--- src/rtl/imuldiv_mul_pkg.sv ---
// Shared encodings for the iterative imuldiv multiplier: FSM states,
// datapath operation selects and the counter width helper.
package imuldiv_mul_pkg;

    typedef enum logic [1:0] {
        ST_IDLE = 2'd0,
        ST_CALC = 2'd1,
        ST_DONE = 2'd2
    } state_t;

    typedef enum logic {
        OP_LOAD = 1'b0,
        OP_NEXT = 1'b1
    } op_t;

    // Counter must hold W-1; never narrower than one bit.
    function automatic int cnt_width(input int w);
        return (w <= 2) ? 1 : $clog2(w);
    endfunction

endpackage

--- src/rtl/imuldiv_mul_iter_param_dpath.sv ---
// Shift-add datapath: operand magnitude capture, partial-product accumulation,
// iteration counter and final sign correction of the product.
module imuldiv_mul_iter_param_dpath
    import imuldiv_mul_pkg::*;
#(
    parameter int W = 32
) (
    input  logic           clk,
    input  logic           reset,
    input  logic           en,
    input  op_t            op_sel,
    input  logic [W-1:0]   a,
    input  logic [W-1:0]   b,
    input  logic           is_signed,
    output logic [2*W-1:0] result,
    output logic           cnt_zero,
    output logic           b_hi_zero
);

    localparam int CW = cnt_width(W);
    localparam logic [CW-1:0] CNT_INIT = CW'(W - 1);

    logic [2*W-1:0] a_reg;
    logic [W-1:0]   b_reg;
    logic [2*W-1:0] res_reg;
    logic [CW-1:0]  cnt;
    logic           neg_reg;
    logic [W-1:0]   a_abs;
    logic [W-1:0]   b_abs;

    // The most-negative operand negates to itself, which read as unsigned is 2^(W-1).
    assign a_abs = (is_signed && a[W-1]) ? -a : a;
    assign b_abs = (is_signed && b[W-1]) ? -b : b;

    always_ff @(posedge clk) begin
        if (reset) begin
            a_reg   <= '0;
            b_reg   <= '0;
            res_reg <= '0;
            cnt     <= '0;
            neg_reg <= 1'b0;
        end else if (en) begin
            case (op_sel)
                OP_LOAD: begin
                    a_reg   <= {{W{1'b0}}, a_abs};
                    b_reg   <= b_abs;
                    res_reg <= '0;
                    cnt     <= CNT_INIT;
                    neg_reg <= is_signed && (a[W-1] ^ b[W-1]);
                end
                default: begin
                    if (b_reg[0]) begin
                        res_reg <= res_reg + a_reg;
                    end
                    a_reg <= a_reg << 1;
                    b_reg <= b_reg >> 1;
                    if (cnt != '0) begin
                        cnt <= cnt - CW'(1);
                    end
                end
            endcase
        end
    end

    assign cnt_zero  = (cnt == '0);
    assign b_hi_zero = (b_reg[W-1:1] == '0);
    assign result    = neg_reg ? -res_reg : res_reg;

endmodule

--- src/rtl/imuldiv_mul_iter_param.sv ---
// Iterative signed/unsigned W x W -> 2W multiplier with val/rdy handshakes
// and optional early exit once the remaining multiplier bits are zero.
//   state   | meaning
//   ST_IDLE | waiting for a request, mulreq_rdy high
//   ST_CALC | one shift-add iteration per cycle
//   ST_DONE | product valid; may accept the next request as it is consumed
module imuldiv_mul_iter_param
    import imuldiv_mul_pkg::*;
#(
    parameter int W          = 32,
    parameter int EARLY_EXIT = 1
) (
    input  logic           clk,
    input  logic           reset,
    input  logic [W-1:0]   mulreq_msg_a,
    input  logic [W-1:0]   mulreq_msg_b,
    input  logic           mulreq_msg_signed,
    input  logic           mulreq_val,
    output logic           mulreq_rdy,
    output logic [2*W-1:0] mulresp_msg_result,
    output logic           mulresp_val,
    input  logic           mulresp_rdy
);

    state_t state;
    logic   req_go;
    logic   resp_go;
    logic   calc_done;
    logic   cnt_zero;
    logic   b_hi_zero;
    logic   dp_en;
    op_t    dp_op;

    assign mulreq_rdy  = !reset && ((state == ST_IDLE) || ((state == ST_DONE) && mulresp_rdy));
    assign mulresp_val = !reset && (state == ST_DONE);
    assign req_go      = mulreq_val && mulreq_rdy;
    assign resp_go     = mulresp_val && mulresp_rdy;
    assign calc_done   = cnt_zero || ((EARLY_EXIT != 0) && b_hi_zero);

    always_ff @(posedge clk) begin
        if (reset) begin
            state <= ST_IDLE;
        end else begin
            case (state)
                ST_IDLE: if (req_go) state <= ST_CALC;
                ST_CALC: if (calc_done) state <= ST_DONE;
                ST_DONE: if (resp_go) state <= req_go ? ST_CALC : ST_IDLE;
                default: state <= ST_IDLE;
            endcase
        end
    end

    assign dp_en = req_go || (state == ST_CALC);
    assign dp_op = req_go ? OP_LOAD : OP_NEXT;

    imuldiv_mul_iter_param_dpath #(
        .W (W)
    ) u_dpath (
        .clk       (clk),
        .reset     (reset),
        .en        (dp_en),
        .op_sel    (dp_op),
        .a         (mulreq_msg_a),
        .b         (mulreq_msg_b),
        .is_signed (mulreq_msg_signed),
        .result    (mulresp_msg_result),
        .cnt_zero  (cnt_zero),
        .b_hi_zero (b_hi_zero)
    );

endmodule

--- config.mk ---
export PLATFORM = sky130hd
export DESIGN_NAME = imuldiv_mul_iter_param
export DESIGN_NICKNAME = d
export VERILOG_FILES = /design/src/rtl/imuldiv_mul_pkg.sv /design/src/rtl/imuldiv_mul_iter_param_dpath.sv /design/src/rtl/imuldiv_mul_iter_param.sv
export SDC_FILE = /design/constraint.sdc
export NUM_CORES = 1
export LEC_CHECK = 0
export BUFFER_PORTS_ARGS = -buffer_cell sky130_fd_sc_hd__buf_2
export CAP_MARGIN = 0
export CORE_MARGIN = 1
export CORE_UTILIZATION = 40
export DETAILED_ROUTE_END_ITERATION = 7
export HOLD_SLACK_MARGIN = 0.05
export PLACE_DENSITY_LB_ADDON = 0.15
export SLEW_MARGIN = 20
export SYNTH_ARGS = -nofsm -noshare
export SYNTH_HDL_FRONTEND = slang
export SYNTH_SLANG_ARGS = --single-unit
--- constraint.sdc ---
create_clock -name clk -period 9.3 [get_ports clk]
set_clock_uncertainty 0.1 [all_clocks]
set_input_delay 2.325 -clock clk [delete_from_list [all_inputs] [get_ports clk]]
set_output_delay 2.325 -clock clk [all_outputs]
set_load 0.02 [all_outputs]
==> results.yml <==
route:
  first_pass_iters: 5
  drtAntennaViolNets: 0
  routedWlPerCell_microns: 17.4
  post_drt_via_cell_ratio: 5.67
  drc: 0
  vias: 12453
  drt_iter0_markers: 1066
  totalWireLength_microns: 38100
synthesis:
  yosys_register_bits: 168
  synth_cell_types: 62
  post-synth-top-count-cell: "nand2_1"
  syn_area_sq_um: 12700
  syn_avg_cell_area_sq_um: 7.27
  synth_edf_count: 0
  yosys-top-cells-area: "dfxtp_1 27%, nand2_1 9.7%, xnor2_1 8.9%, ha_1 6.7%, a21oi_1 6.6%"
  synth_seq_area_share_pct: 26.5
  synth_common_cells: "328 x nand2_1, 168 x dfxtp_1, 166 x a21oi_1"
  ys.flop_type: "dfxtp_1"
  yosysTopAreaCell: "dfxtp_1"
  synth_top_area_share_pct: 26.5
  syn_nets: 1883
  async_flop_share_pct: 0
  synth-warning-count: 0
  syn_inst: 1745
pwr:
  p_seq_share_pct: 45.0
  p_int_mw: 1.19
  pwr-share-clk_pct: 40.1
  ir_drop_mv: 0.123
  p_leak_nw: 5.60
  power_frac_comb_pct: 14.9
  powerDensity_nw_per_um2: 124
  power.switching_mw: 0.544
  finalPower_mw: 1.74
  switching_share_pct: 31.3
final_layout:
  fin_util_pct: 45.4
  diodes: 0
  post-route-cell-area_sq_um: 14000
  drive_above_1_share_pct: 10.7
  area_delta_synth_final_pct: 10.7
  nets: 1924
  fillers: 3226
worst_setup_path:
  critPathMaxFanout: 7
  critPathCaptureType: "output port"
  start_kind: "flop"
  arrival_ps: 4670
  path_cells: "nor4_1 > nand2_1 > or4_1 > or4_1 > or3_1 > or3_1 > or2_1 > o31ai_1 > xnor2_1 > buf_2"
  cp_slowest_stage_delay_ps: 670
  required_ps: 6880
  path_buf_inv: 1
  slowest_stage: "or4_1"
  cpLargestDelayFamily: "simple AND/OR/NAND/NOR gates"
  path_class: "flop to output port"
place:
  dp_hpwl_microns: 27900
  post_dp_cell_area_sq_um: 13500
  io_buffers: 134
  gp_congestion: 0.914
sta:
  grt_setup_unrepaired: "no"
  setup_viol: 0
  slew_headroom_pct: 28.2
  worst_pin_slew_ps: 1080
  setup_tns_ps: 0
  fin_crit_ps: 7090
  maxSlewViolCount: 0
  finalHoldViolations: 0
  fmax_ghz: 0.141
  post-route-period-util_pct: 76.3
global_routing:
  grt.total_usage_pct: 23.2
  grt_max_degree: 98
  grt_overflow: 0
  antenna_found_initial: 0
  grt_pass1_vias: 11560
  grt_pass1_wl_microns: 61700
clock_network:
  clkSinkCount: 168
  cts_tree: "built"
  ctsResizeCount: 0
  cts.path.max_buffers: 2
  cts_made_buffers: 17
  clk_latency_ps: 450
  holdBufCountCts: 0
  cts_setup_buffers: 0
  clkSlewWorstSetupHoldPaths_ps: 70
  htree_num_levels: 4
  cts-root-buf: "clkbuf_16"
job:
  maxCapViolCount: 0
die:
  rows: 64
  die_x_microns: 180
  dieArea_sq_um: 32400
  die_y_microns: 180
  initial_core_util_pct: 41.0
  core-area_sq_um: 30900
  pin_count: 135
outcome:
  status: "finished, final reports clean"
min_path:
  hold_class: "flop to flop"
[metal layers]
layer | part of all wire [%] | vias up | GRT usage (%)
met5 | 0 | - | 0
met4 | 1.3 | 0 | 5.64
met3 | 5.0 | 30 | 3.44
met2 | 42 | 340 | 34.6
met1 | 52 | 5755 | 34.7
li1 | - | 6328 | -
[path summary, 6_finish.rpt]
kind | cells after the start | start | endpoint | slack [ps]
setup / recovery | 10 | u_dpath.res_reg[2]$_SDFFE_PP0P_ | mulresp_msg_result[54] | 2210
hold reg to reg | 2 | u_dpath.a_reg[63]$_SDFFE_PP0P_ | u_dpath.a_reg[63]$_SDFFE_PP0P_ | 370
setup reg to reg | 12 | u_dpath.res_reg[0]$_SDFFE_PP0P_ | u_dpath.res_reg[36]$_SDFFE_PP0P_ | 5040
hold / removal | 2 | u_dpath.a_reg[63]$_SDFFE_PP0P_ | u_dpath.a_reg[63]$_SDFFE_PP0P_ | 370
[logic make-up (layout without fill, tap and decap cells)]
| kind of cell | Yosys count | in the layout | synth area share, % |
|---|---|---|---|
| XOR/XNOR | 180 | 180 | 12.4 |
| flip-flops | 168 | 168 | 26.5 |
| AO/OA/AOI/OAI | 496 | 496 | 25.2 |
| AND/OR/NAND/NOR | 681 | 681 | 24.4 |
| adder cells (fa/ha/maj) | 69 | 69 | 6.87 |
| buffers and inverters | 151 | 205 | 4.56 |
[power by group through the flow]
stage / clock [mW] / sequential, mW / combinational (mW)
finish: 0.696 / 0.782 / 0.258
CTS: 0.713 / 0.781 / 0.258
floorplan: 0 / 0.782 / 0.186
detailed placement: 0 / 0.798 / 0.257
global placement: 0 / 0.798 / 0.255
global route: 0.741 / 0.785 / 0.288
[worst reg2reg max path, cell delays in order, from the launching register on]
cell and delay, ps:
dfxtp_1 360, ha_1 270, fa_1 430, a21oi_1 230, nor3b_1 120, o41ai_1 670, a31oi_1 290, a221o_1 420
a21oi_1 290, o21ai_0 230, a311oi_1 420, xor2_1 220, o21ai_0 90
[cell type report]
| type | instances | area [sq um] | area share, % |
|---|---|---|---|
| sequential | 168 | 3360 | 24.0 |
| timing repair buffer | 143 | 741 | 5.28 |
| clock inverter | 14 | 134 | 0.954 |
| multi-input combinational | 1426 | 8760 | 62.4 |
| inverter | 30 | 113 | 0.802 |
| clock buffer | 18 | 429 | 3.06 |
| tap | 396 | 495 | 3.53 |
[through the flow]
step / setup slack [ps] / instances / hold slack [ps]
3_5_place_dp: 2670 / 2163 / 363
3_3_place_gp: 2760 / 2163 / 360
2_1_floorplan: 3150 / 1745 / 349
6_report: 2210 / 2195 / 372
5_1_grt: 2010 / 2195 / 396
4_1_cts: 2200 / 2195 / 374
[layout by cell type, fill, tap and decap left out, types with 4 or more instances in the layout]
master,n
a211oi_1,6
a21o_1,32
a21oi_1,166
a22o_1,5
a311oi_1,62
a31oi_1,15
and2_1,11
and3_1,12
buf_2,133
buf_4,10
clkbuf_16,17
clkinvlp_4,4
dfxtp_1,167
ha_1,68
inv_1,30
inv_6,5
nand2_1,327
nand2b_1,13
nand3_1,52
nand4_1,30
nor2_1,126
nor2b_1,8
nor3_1,25
nor4_1,20
o211ai_1,5
o21a_1,5
o21ai_0,103
o21ai_1,8
o21bai_1,9
o31ai_1,31
o41ai_1,20
or3_1,16
or4_1,18
or4_4,4
xnor2_1,129
xor2_1,51
(Power assumes the default switching activity.)
